<file path="src/rtl/design_08_issuer.sv">
// -----------------------------------------------------------------------------
// design_08_issuer
//   Initiator for the design_08 start/valid datapath. Operand pairs arrive on an
//   upstream valid/ready stream and are buffered in a small FIFO. One pair at a
//   time is popped, presented on dut_a/dut_b with a one-cycle dut_start pulse,
//   and the issuer then waits for dut_valid with a bounded timeout. The result
//   (or a timeout error) is held on a downstream valid/ready stream until taken.
//
// Parameters
//   W        operand/result width (must match design_08)
//   DEPTH    operand FIFO entries (power of 2, >= 2)
//   TIMEOUT  WAIT cycles allowed before an error completion (1..255)
//
// Ports
//   clk, rst                 clock and synchronous active-high reset
//   in_valid/in_ready        upstream handshake; in_ready = FIFO not full
//   in_a, in_b               upstream operand pair
//   dut_start                one-cycle start pulse to design_08
//   dut_a, dut_b             operands to design_08, stable between pops
//   dut_y, dut_valid         result and result-valid from design_08
//   out_valid/out_ready      downstream handshake
//   out_y                    captured result (0 on timeout)
//   out_err                  1 = transaction timed out
//   busy                     FSM not idle or FIFO non-empty
//
// Optional feature (macro DESIGN_08_ISSUER_STATS_EN)
//   Adds stat_done[15:0] and stat_tmo[15:0]: saturating counts of normal and
//   timed-out results accepted downstream.
// -----------------------------------------------------------------------------
module design_08_issuer #(
  parameter int W       = 16,
  parameter int DEPTH   = 4,
  parameter int TIMEOUT = 15
) (
  input  logic         clk,
  input  logic         rst,
  input  logic         in_valid,
  output logic         in_ready,
  input  logic [W-1:0] in_a,
  input  logic [W-1:0] in_b,
  output logic         dut_start,
  output logic [W-1:0] dut_a,
  output logic [W-1:0] dut_b,
  input  logic [W-1:0] dut_y,
  input  logic         dut_valid,
  output logic         out_valid,
  input  logic         out_ready,
  output logic [W-1:0] out_y,
  output logic         out_err,
  output logic         busy
`ifdef DESIGN_08_ISSUER_STATS_EN
  ,
  output logic [15:0]  stat_done,
  output logic [15:0]  stat_tmo
`endif
);

  localparam int AW = $clog2(DEPTH);

  typedef enum logic [1:0] {S_IDLE, S_ISSUE, S_WAIT, S_HOLD} state_t;

  state_t           state_q, state_d;
  logic [7:0]       cnt_q, cnt_d;
  logic [AW-1:0]    wr_ptr_q, wr_ptr_d;
  logic [AW-1:0]    rd_ptr_q, rd_ptr_d;
  logic [AW:0]      count_q, count_d;
  logic [W-1:0]     dut_a_q, dut_a_d;
  logic [W-1:0]     dut_b_q, dut_b_d;
  logic             out_valid_q, out_valid_d;
  logic [W-1:0]     out_y_q, out_y_d;
  logic             out_err_q, out_err_d;

  // Operand storage; not reset, read only when count says the entry is live.
  logic [2*W-1:0]   mem [DEPTH];

  logic push, pop;

  // in_ready comes straight from the registered count, so a pop in the same
  // cycle does not reopen a full FIFO until the next cycle.
  assign in_ready  = (count_q != (AW+1)'(DEPTH));
  assign push      = in_valid && in_ready;
  assign pop       = (state_q == S_IDLE) && (count_q != '0);

  assign dut_start = (state_q == S_ISSUE);
  assign dut_a     = dut_a_q;
  assign dut_b     = dut_b_q;
  assign out_valid = out_valid_q;
  assign out_y     = out_y_q;
  assign out_err   = out_err_q;
  assign busy      = (state_q != S_IDLE) || (count_q != '0);

  always_comb begin
    wr_ptr_d = push ? wr_ptr_q + AW'(1) : wr_ptr_q;
    rd_ptr_d = pop  ? rd_ptr_q + AW'(1) : rd_ptr_q;
    count_d  = count_q;
    case ({push, pop})
      2'b10:   count_d = count_q + (AW+1)'(1);
      2'b01:   count_d = count_q - (AW+1)'(1);
      default: count_d = count_q;
    endcase
  end

  always_comb begin
    state_d     = state_q;
    cnt_d       = cnt_q;
    dut_a_d     = dut_a_q;
    dut_b_d     = dut_b_q;
    out_valid_d = out_valid_q;
    out_y_d     = out_y_q;
    out_err_d   = out_err_q;
    case (state_q)
      S_IDLE: begin
        if (pop) begin
          dut_a_d = mem[rd_ptr_q][2*W-1:W];
          dut_b_d = mem[rd_ptr_q][W-1:0];
          state_d = S_ISSUE;
        end
      end
      S_ISSUE: begin
        cnt_d   = '0;
        state_d = S_WAIT;
      end
      S_WAIT: begin
        cnt_d = cnt_q + 8'd1;
        // A result arriving on the last allowed cycle still counts as normal.
        if (dut_valid) begin
          out_y_d     = dut_y;
          out_err_d   = 1'b0;
          out_valid_d = 1'b1;
          state_d     = S_HOLD;
        end else if (cnt_q == 8'(TIMEOUT - 1)) begin
          out_y_d     = '0;
          out_err_d   = 1'b1;
          out_valid_d = 1'b1;
          state_d     = S_HOLD;
        end
      end
      S_HOLD: begin
        if (out_ready) begin
          out_valid_d = 1'b0;
          state_d     = S_IDLE;
        end
      end
      default: state_d = S_IDLE;
    endcase
  end

  always_ff @(posedge clk) begin
    if (push) begin
      mem[wr_ptr_q] <= {in_a, in_b};
    end
  end

  always_ff @(posedge clk) begin
    if (rst) begin
      state_q     <= S_IDLE;
      cnt_q       <= '0;
      wr_ptr_q    <= '0;
      rd_ptr_q    <= '0;
      count_q     <= '0;
      dut_a_q     <= '0;
      dut_b_q     <= '0;
      out_valid_q <= 1'b0;
      out_y_q     <= '0;
      out_err_q   <= 1'b0;
    end else begin
      state_q     <= state_d;
      cnt_q       <= cnt_d;
      wr_ptr_q    <= wr_ptr_d;
      rd_ptr_q    <= rd_ptr_d;
      count_q     <= count_d;
      dut_a_q     <= dut_a_d;
      dut_b_q     <= dut_b_d;
      out_valid_q <= out_valid_d;
      out_y_q     <= out_y_d;
      out_err_q   <= out_err_d;
    end
  end

`ifdef DESIGN_08_ISSUER_STATS_EN
  logic [15:0] stat_done_q, stat_done_d;
  logic [15:0] stat_tmo_q, stat_tmo_d;
  logic        accept;

  assign accept    = out_valid_q && out_ready;
  assign stat_done = stat_done_q;
  assign stat_tmo  = stat_tmo_q;

  always_comb begin
    stat_done_d = stat_done_q;
    stat_tmo_d  = stat_tmo_q;
    if (accept && !out_err_q && (stat_done_q != 16'hFFFF)) begin
      stat_done_d = stat_done_q + 16'd1;
    end
    if (accept && out_err_q && (stat_tmo_q != 16'hFFFF)) begin
      stat_tmo_d = stat_tmo_q + 16'd1;
    end
  end

  always_ff @(posedge clk) begin
    if (rst) begin
      stat_done_q <= '0;
      stat_tmo_q  <= '0;
    end else begin
      stat_done_q <= stat_done_d;
      stat_tmo_q  <= stat_tmo_d;
    end
  end
`endif

endmodule

</file>
<file path="config.mk">
export PLATFORM = sky130hd
export DESIGN_NAME = design_08_issuer
export DESIGN_NICKNAME = d
export VERILOG_FILES = /design/src/rtl/design_08_issuer.sv
export SDC_FILE = /design/constraint.sdc
export NUM_CORES = 1
export LEC_CHECK = 0
export CAP_MARGIN = 15
export CORE_ASPECT_RATIO = 2
export CORE_MARGIN = 2
export CORE_UTILIZATION = 50
export CTS_CLUSTER_DIAMETER = 50
export DETAILED_ROUTE_END_ITERATION = 8
export PLACE_DENSITY = 0.73
export SLEW_MARGIN = 30
export SYNTH_ARGS = -nofsm -noshare
export SYNTH_HDL_FRONTEND = slang
export SYNTH_SLANG_ARGS = --single-unit
</file>
<file path="constraint.sdc">
create_clock -name clk -period 4.3 [get_ports clk]
set_input_delay 0.645 -clock clk [delete_from_list [all_inputs] [get_ports clk]]
set_output_delay 0.645 -clock clk [all_outputs]
set_load 0.02 [all_outputs]
</file>
==> flow_metrics.env, run 1 <==
export IMPL_yosys_warnings=0
export IMPL_syn_area_um2=7260
export IMPL_avgSynthCellArea_um2=15.6
export IMPL_grt_pass1_vias=4405
export IMPL_period_needed_ns=2.88
export IMPL_p_per_area_nw_per_um2=610
export IMPL_most_common_layout_cells="edfxtp_1, clkdlybuf4s50_1, nand2_1, dfxtp_1, a21oi_1"
export IMPL_viasPerCell=5.35
export IMPL_dr_pass1_iters=5
export IMPL_ant_nets=0
export IMPL_core_area_um2=14300
export IMPL_cp_arrival_ns=3.23
export IMPL_rrSetupSlack_ns=1.42
export IMPL_port_buffers=105
export IMPL_die_h_um=174
export IMPL_leakage_nw=3.03
export IMPL_antenna_cells=0
export IMPL_dieArea_um2=15500
export IMPL_hold_end="dut_b[9]"
export IMPL_ys_seq_elements=195
export IMPL_worstMarginPinSlew_ns=0.900
export IMPL_crit_type="flop to flop"
export IMPL_regArea_um2=5190
export IMPL_cts_sinks=195
export IMPL_htree_levels=4
export IMPL_synthArstFlopShare_pct=0
export IMPL_wl_per_cell_um=18.2
export IMPL_cts_setup_buffers=0
export IMPL_hold_viol_final=0
export IMPL_cts_hold_buf=0
export IMPL_root_buffer="clkbuf_16"
export IMPL_start_util_pct=50.8
export IMPL_drt_iter0_markers=202
export IMPL_clockBufferDepth=2
export IMPL_clkSlewWorstSetupHoldPaths_ns=0.07
export IMPL_numCtsBuffers=17
export IMPL_finalSetupViolCount=0
export IMPL_track_usage_pct=18.9
export IMPL_post_route_period_util_pct=67.1
export IMPL_max_freq_mhz=347
export IMPL_fillers=1088
export IMPL_outcome="finished, final reports clean"
export IMPL_ir_drop_mv=0.364
export IMPL_tns_ns=0
export IMPL_drc=0
export IMPL_syn_nets=530
export IMPL_multi_input_area_um2=1920
export IMPL_min_from="dut_b[9]"
export IMPL_synth_edf_count=128
export IMPL_startpoint="state_q[1]"
export IMPL_min_path_cells=2
export IMPL_hp_class="flop to flop"
export IMPL_skew_ns=0.0154
export IMPL_yosysSeqAreaShare_pct=71.5
export IMPL_cap_violations=0
export IMPL_reg2reg_from="state_q[1]"
export IMPL_rr_worst_depth=12
export IMPL_overflow=0
export IMPL_area_growth_pct=24.7
export IMPL_grt_antenna_before_repair=0
export IMPL_dp_hpwl_um=8760
export IMPL_place_congestion=0.751
export IMPL_ys_flop_type="edfxtp_1"
export IMPL_slew_violations=0
export IMPL_crit_reg2reg_capture="count_q[2]"
export IMPL_ctsResizeCount=0
export IMPL_clock_latency_ns=0.42
export IMPL_std_cell_rows=62
export IMPL_required_ns=4.64
export IMPL_route_vias_total=4133
export IMPL_slew_headroom_pct=40.0
export IMPL_placed_area_um2=8470
export IMPL_cts_tree="yes"
export IMPL_drive_above_1_share_pct=13.9
export IMPL_grt_pass1_wl_um=21800
export IMPL_die_x_um=89.2
export IMPL_nNetsFinal=634
export IMPL_ys_types=37
export IMPL_final_common_cell="edfxtp_1"
export IMPL_rsz0062_at_grt="no"
export IMPL_worst_path_max_fanout=35
export IMPL_endpoint_kind="flop"
export IMPL_design_area_um2=9050
export IMPL_ios=106
export IMPL_whs_ns=0.458
export IMPL_cp_start_kind="flop"
export IMPL_synth_cells=464
export IMPL_utilization_pct=63.4
export IMPL_grt_max_degree=49
export IMPL_wirelength_um=14000
-- critical path: stages, from the launching register on --
cell and delay (ns):
dfxtp_1 0.34, inv_1 0.13, ha_1 0.22, nand2b_1 0.07, buf_4 0.26, clkinv_1 0.09
buf_4 0.37, ha_1 0.27, inv_1 0.06, fa_1 0.37, xor2_1 0.16, or3_1 0.31
a21oi_1 0.15
-- state kept, by name, indices dropped and copies added, names as in the netlist --
signal and count:
wr_ptr_q 2, cnt_q 8, mem 128, dut_a 16, rd_ptr_q 2, state_q 2
dut_b 16, out_valid 1, out_y 16, out_err 1, count_q 3
-- cells by family (layout without fill, tap and decap cells) --
| family | count (synthesis) | in the layout | share of synthesized area (%) |
|---|---|---|---|
| simple gates | 109 | 109 | 6.71 |
| mux | 32 | 32 | 9.93 |
| flops | 195 | 195 | 71.5 |
| buf+inv | 36 | 153 | 2.17 |
| xor+xnor | 9 | 9 | 1.09 |
| compound gates | 70 | 70 | 6.29 |
| fa+ha+maj | 13 | 13 | 2.35 |
-- report_power, final --
group	internal (W)	switching, W
Clock	0.000778	0.000735
Sequential	0.00229	0.000174
Combinational	0.000683	0.000855
-- Yosys cell counts (2+ instances only) --
master	number	share of area [%]
xnor2_1	2	0.24
buf_2	9	0.62
nand4_1	3	0.26
nand2_1	72	3.7
nor2_1	12	0.62
inv_1	11	0.57
nand2b_1	3	0.26
xor2_1	7	0.84
o21ai_0	3	0.21
mux4_2	32	9.9
buf_1	2	0.10
a21o_1	2	0.21
a21oi_1	44	3.0
clkbuf_1	11	0.57
a22o_1	16	1.9
ha_1	12	2.1
and3_1	6	0.52
a211oi_1	2	0.21
dfxtp_1	67	18
edfxtp_1	128	53
nand3_1	2	0.14
or3_1	3	0.26
-- worst max-delay path by stage --
| stage | to |
|---|---|
| after floorplan | count_q[2] |
| after detailed placement | count_q[2] |
| after global placement | count_q[2] |
| after global routing | count_q[2] |
| after CTS | count_q[2] |
| final | count_q[2] |
-- through the flow --
step,setup slack (ns),power (W),cells
final,1.42,0.00552,773
after global routing,1.24,0.00580,773
after CTS,1.42,0.00557,773
after detailed placement,1.44,0.00405,741
after global placement,1.55,0.00401,741
after floorplan,1.93,0.00345,464
-- area by class of cell --
| cell class | count | area share (%) |
|---|---|---|
| tap | 192 | 2.65 |
| multi-input combinational | 233 | 21.2 |
| inverter | 12 | 0.498 |
| timing repair buffer | 109 | 11.9 |
| sequential | 195 | 57.3 |
| clock buffer | 17 | 4.70 |
| clock inverter | 15 | 1.71 |
-- routing by layer --
metal | GRT usage [%] | routed length (um) | vias to the layer above
met5 | 0 | 0 | -
met4 | 7.03 | 173 | 0
li1 | - | - | 1934
met1 | 20.1 | 5110 | 2064
met3 | 5.18 | 739 | 11
met2 | 34.2 | 8020 | 124
No activity file was read; power rests on OpenSTA's default activity.
==> run 2: changes to the inputs <==
clock period = 3 ns   (was 4.3 ns; I/O delays follow)
==> run 2 against run 1 <==
Clock power grew 39%. Count of clock-buffer cells in the layout grew 1. Critical path depth shrank 3. Die area is the same.
==> flow_metrics.env, run 2 (synthesized netlist as in run 1, its figures left out) <==
export IMPL_outcome="finished, final reports clean"
export IMPL_period_needed_ns=2.41
export IMPL_placed_area_um2=8520
export IMPL_cts_tree="yes"
export IMPL_dr_pass1_iters=5
export IMPL_rsz0062_at_grt="no"
export IMPL_clockBufferDepth=2
export IMPL_regArea_um2=5190
export IMPL_largest_reg_flops=128
export IMPL_post_route_period_util_pct=80.2
export IMPL_fillers=1097
export IMPL_multi_input_area_um2=1920
export IMPL_most_common_layout_cells="edfxtp_1, clkdlybuf4s50_1, nand2_1, dfxtp_1, a21oi_1"
export IMPL_required_ns=3.35
export IMPL_grt_pass1_vias=4356
export IMPL_slew_violations=0
export IMPL_ant_nets=0
export IMPL_cts_hold_buf=0
export IMPL_hold_viol_final=0
export IMPL_critPathBufInv=2
export IMPL_antenna_cells=0
export IMPL_crit_path_cell_trace="or3b_1, and2_1, inv_1, ha_1, inv_1, fa_1, xor2_1, or3_1, a21oi_1"
export IMPL_dp_hpwl_um=9030
export IMPL_ios=106
export IMPL_overflow=0
export IMPL_ctsResizeCount=0
export IMPL_cts_setup_buffers=0
export IMPL_slew_headroom_pct=40.8
export IMPL_p_per_area_nw_per_um2=866
export IMPL_ir_drop_mv=0.489
export IMPL_cts_sinks=195
export IMPL_tns_ns=0
export IMPL_core_area_um2=14300
export IMPL_port_buffers=105
export IMPL_root_buffer="clkbuf_16"
export IMPL_numCtsBuffers=17
export IMPL_area_growth_pct=25.0
export IMPL_die_h_um=174
export IMPL_critPathTopFamily="simple AND/OR/NAND/NOR gates"
export IMPL_track_usage_pct=19.1
export IMPL_wl_per_cell_um=18.1
export IMPL_cap_violations=0
export IMPL_dp_cells=746
export IMPL_clock_latency_ns=0.43
export IMPL_max_freq_mhz=416
export IMPL_htree_levels=4
export IMPL_route_vias_total=4164
export IMPL_drt_iter0_markers=190
export IMPL_viasPerCell=5.35
export IMPL_grt_antenna_before_repair=0
export IMPL_drive_above_1_share_pct=14.3
export IMPL_clkSlewWorstSetupHoldPaths_ns=0.06
export IMPL_place_congestion=0.762
export IMPL_cp_arrival_ns=2.76
export IMPL_design_area_um2=9070
export IMPL_final_common_cell="edfxtp_1"
export IMPL_skew_ns=0.0141
export IMPL_drc=0
export IMPL_dieArea_um2=15500
export IMPL_finalSetupViolCount=0
export IMPL_rrSetupSlack_ns=0.59
export IMPL_crit_top_cell="inv_1"
export IMPL_nNetsFinal=639
export IMPL_wirelength_um=14100
export IMPL_worstMarginPinSlew_ns=0.888
export IMPL_leakage_nw=3.04
export IMPL_crit_path_top_delay_cell="or3b_1"
export IMPL_regMostFlops="mem"
export IMPL_worst_path_max_fanout=6
export IMPL_hp_class="flop to flop"
export IMPL_endpoint_kind="flop"
export IMPL_cp_start_kind="flop"
export IMPL_grt_max_degree=35
export IMPL_die_x_um=89.2
export IMPL_crit_type="flop to flop"
export IMPL_std_cell_rows=62
export IMPL_max_stage_delay_ns=0.44
export IMPL_start_util_pct=50.8
export IMPL_grt_pass1_wl_um=22200
export IMPL_stdcell_count=778
## run 2: layer usage
metal,GRT usage [%],vias to the layer above,share of wire (%)
met2,34.0,115,55
met4,7.59,0,1.8
met5,0,-,0
li1,-,1952,-
met1,21.8,2082,38
met3,3.89,15,4.6
## run 2: final timing paths
| kind | endpoint | from | cells after the start |
|---|---|---|---|
| hold / removal | dut_b[10] | dut_b[10] | 2 |
| setup reg to reg | count_q[2] | count_q[2] | 9 |
| hold reg to reg | dut_b[10] | dut_b[10] | 2 |
| setup / recovery | count_q[2] | count_q[2] | 9 |
## run 2: area by class of cell
class                   count  area share (%)
well taps                 192            2.65
inverters                  12           0.497
clock buffers              18            4.73
clock inverters            14            1.35
flip-flops and latches    195            57.2
repair buffers            114            12.4
multi-input cells         233            21.2
## run 2: where the power goes
group          leakage (nW)  switching [W]  internal (W)
clock                 0.260        0.00101       0.00109
sequential             1.72       0.000231       0.00328
combinational          1.06        0.00124       0.00100
## run 2: worst register-to-register path: cells and delay by family (launching register included)
kind            cells  cell delay (ns)
simple gates        3             0.98
compound gates      1             0.14
xor+xnor            1             0.16
fa+ha+maj           2             0.55
buf+inv             2             0.14
flops               1             0.37
## run 2: metrics by stage
stage / setup WS (ns) / utilization (%) / hold slack [ns] / total power [W]
global placement: 0.577 / 59.7 / 0.442 / 0.00577
finish: 0.594 / 63.5 / 0.459 / 0.00785
CTS: 0.600 / 63.5 / 0.458 / 0.00794
global route: 0.414 / 63.5 / 0.488 / 0.00826
detailed placement: 0.542 / 59.7 / 0.448 / 0.00585
floorplan: 0.635 / - / 0.469 / 0.00494
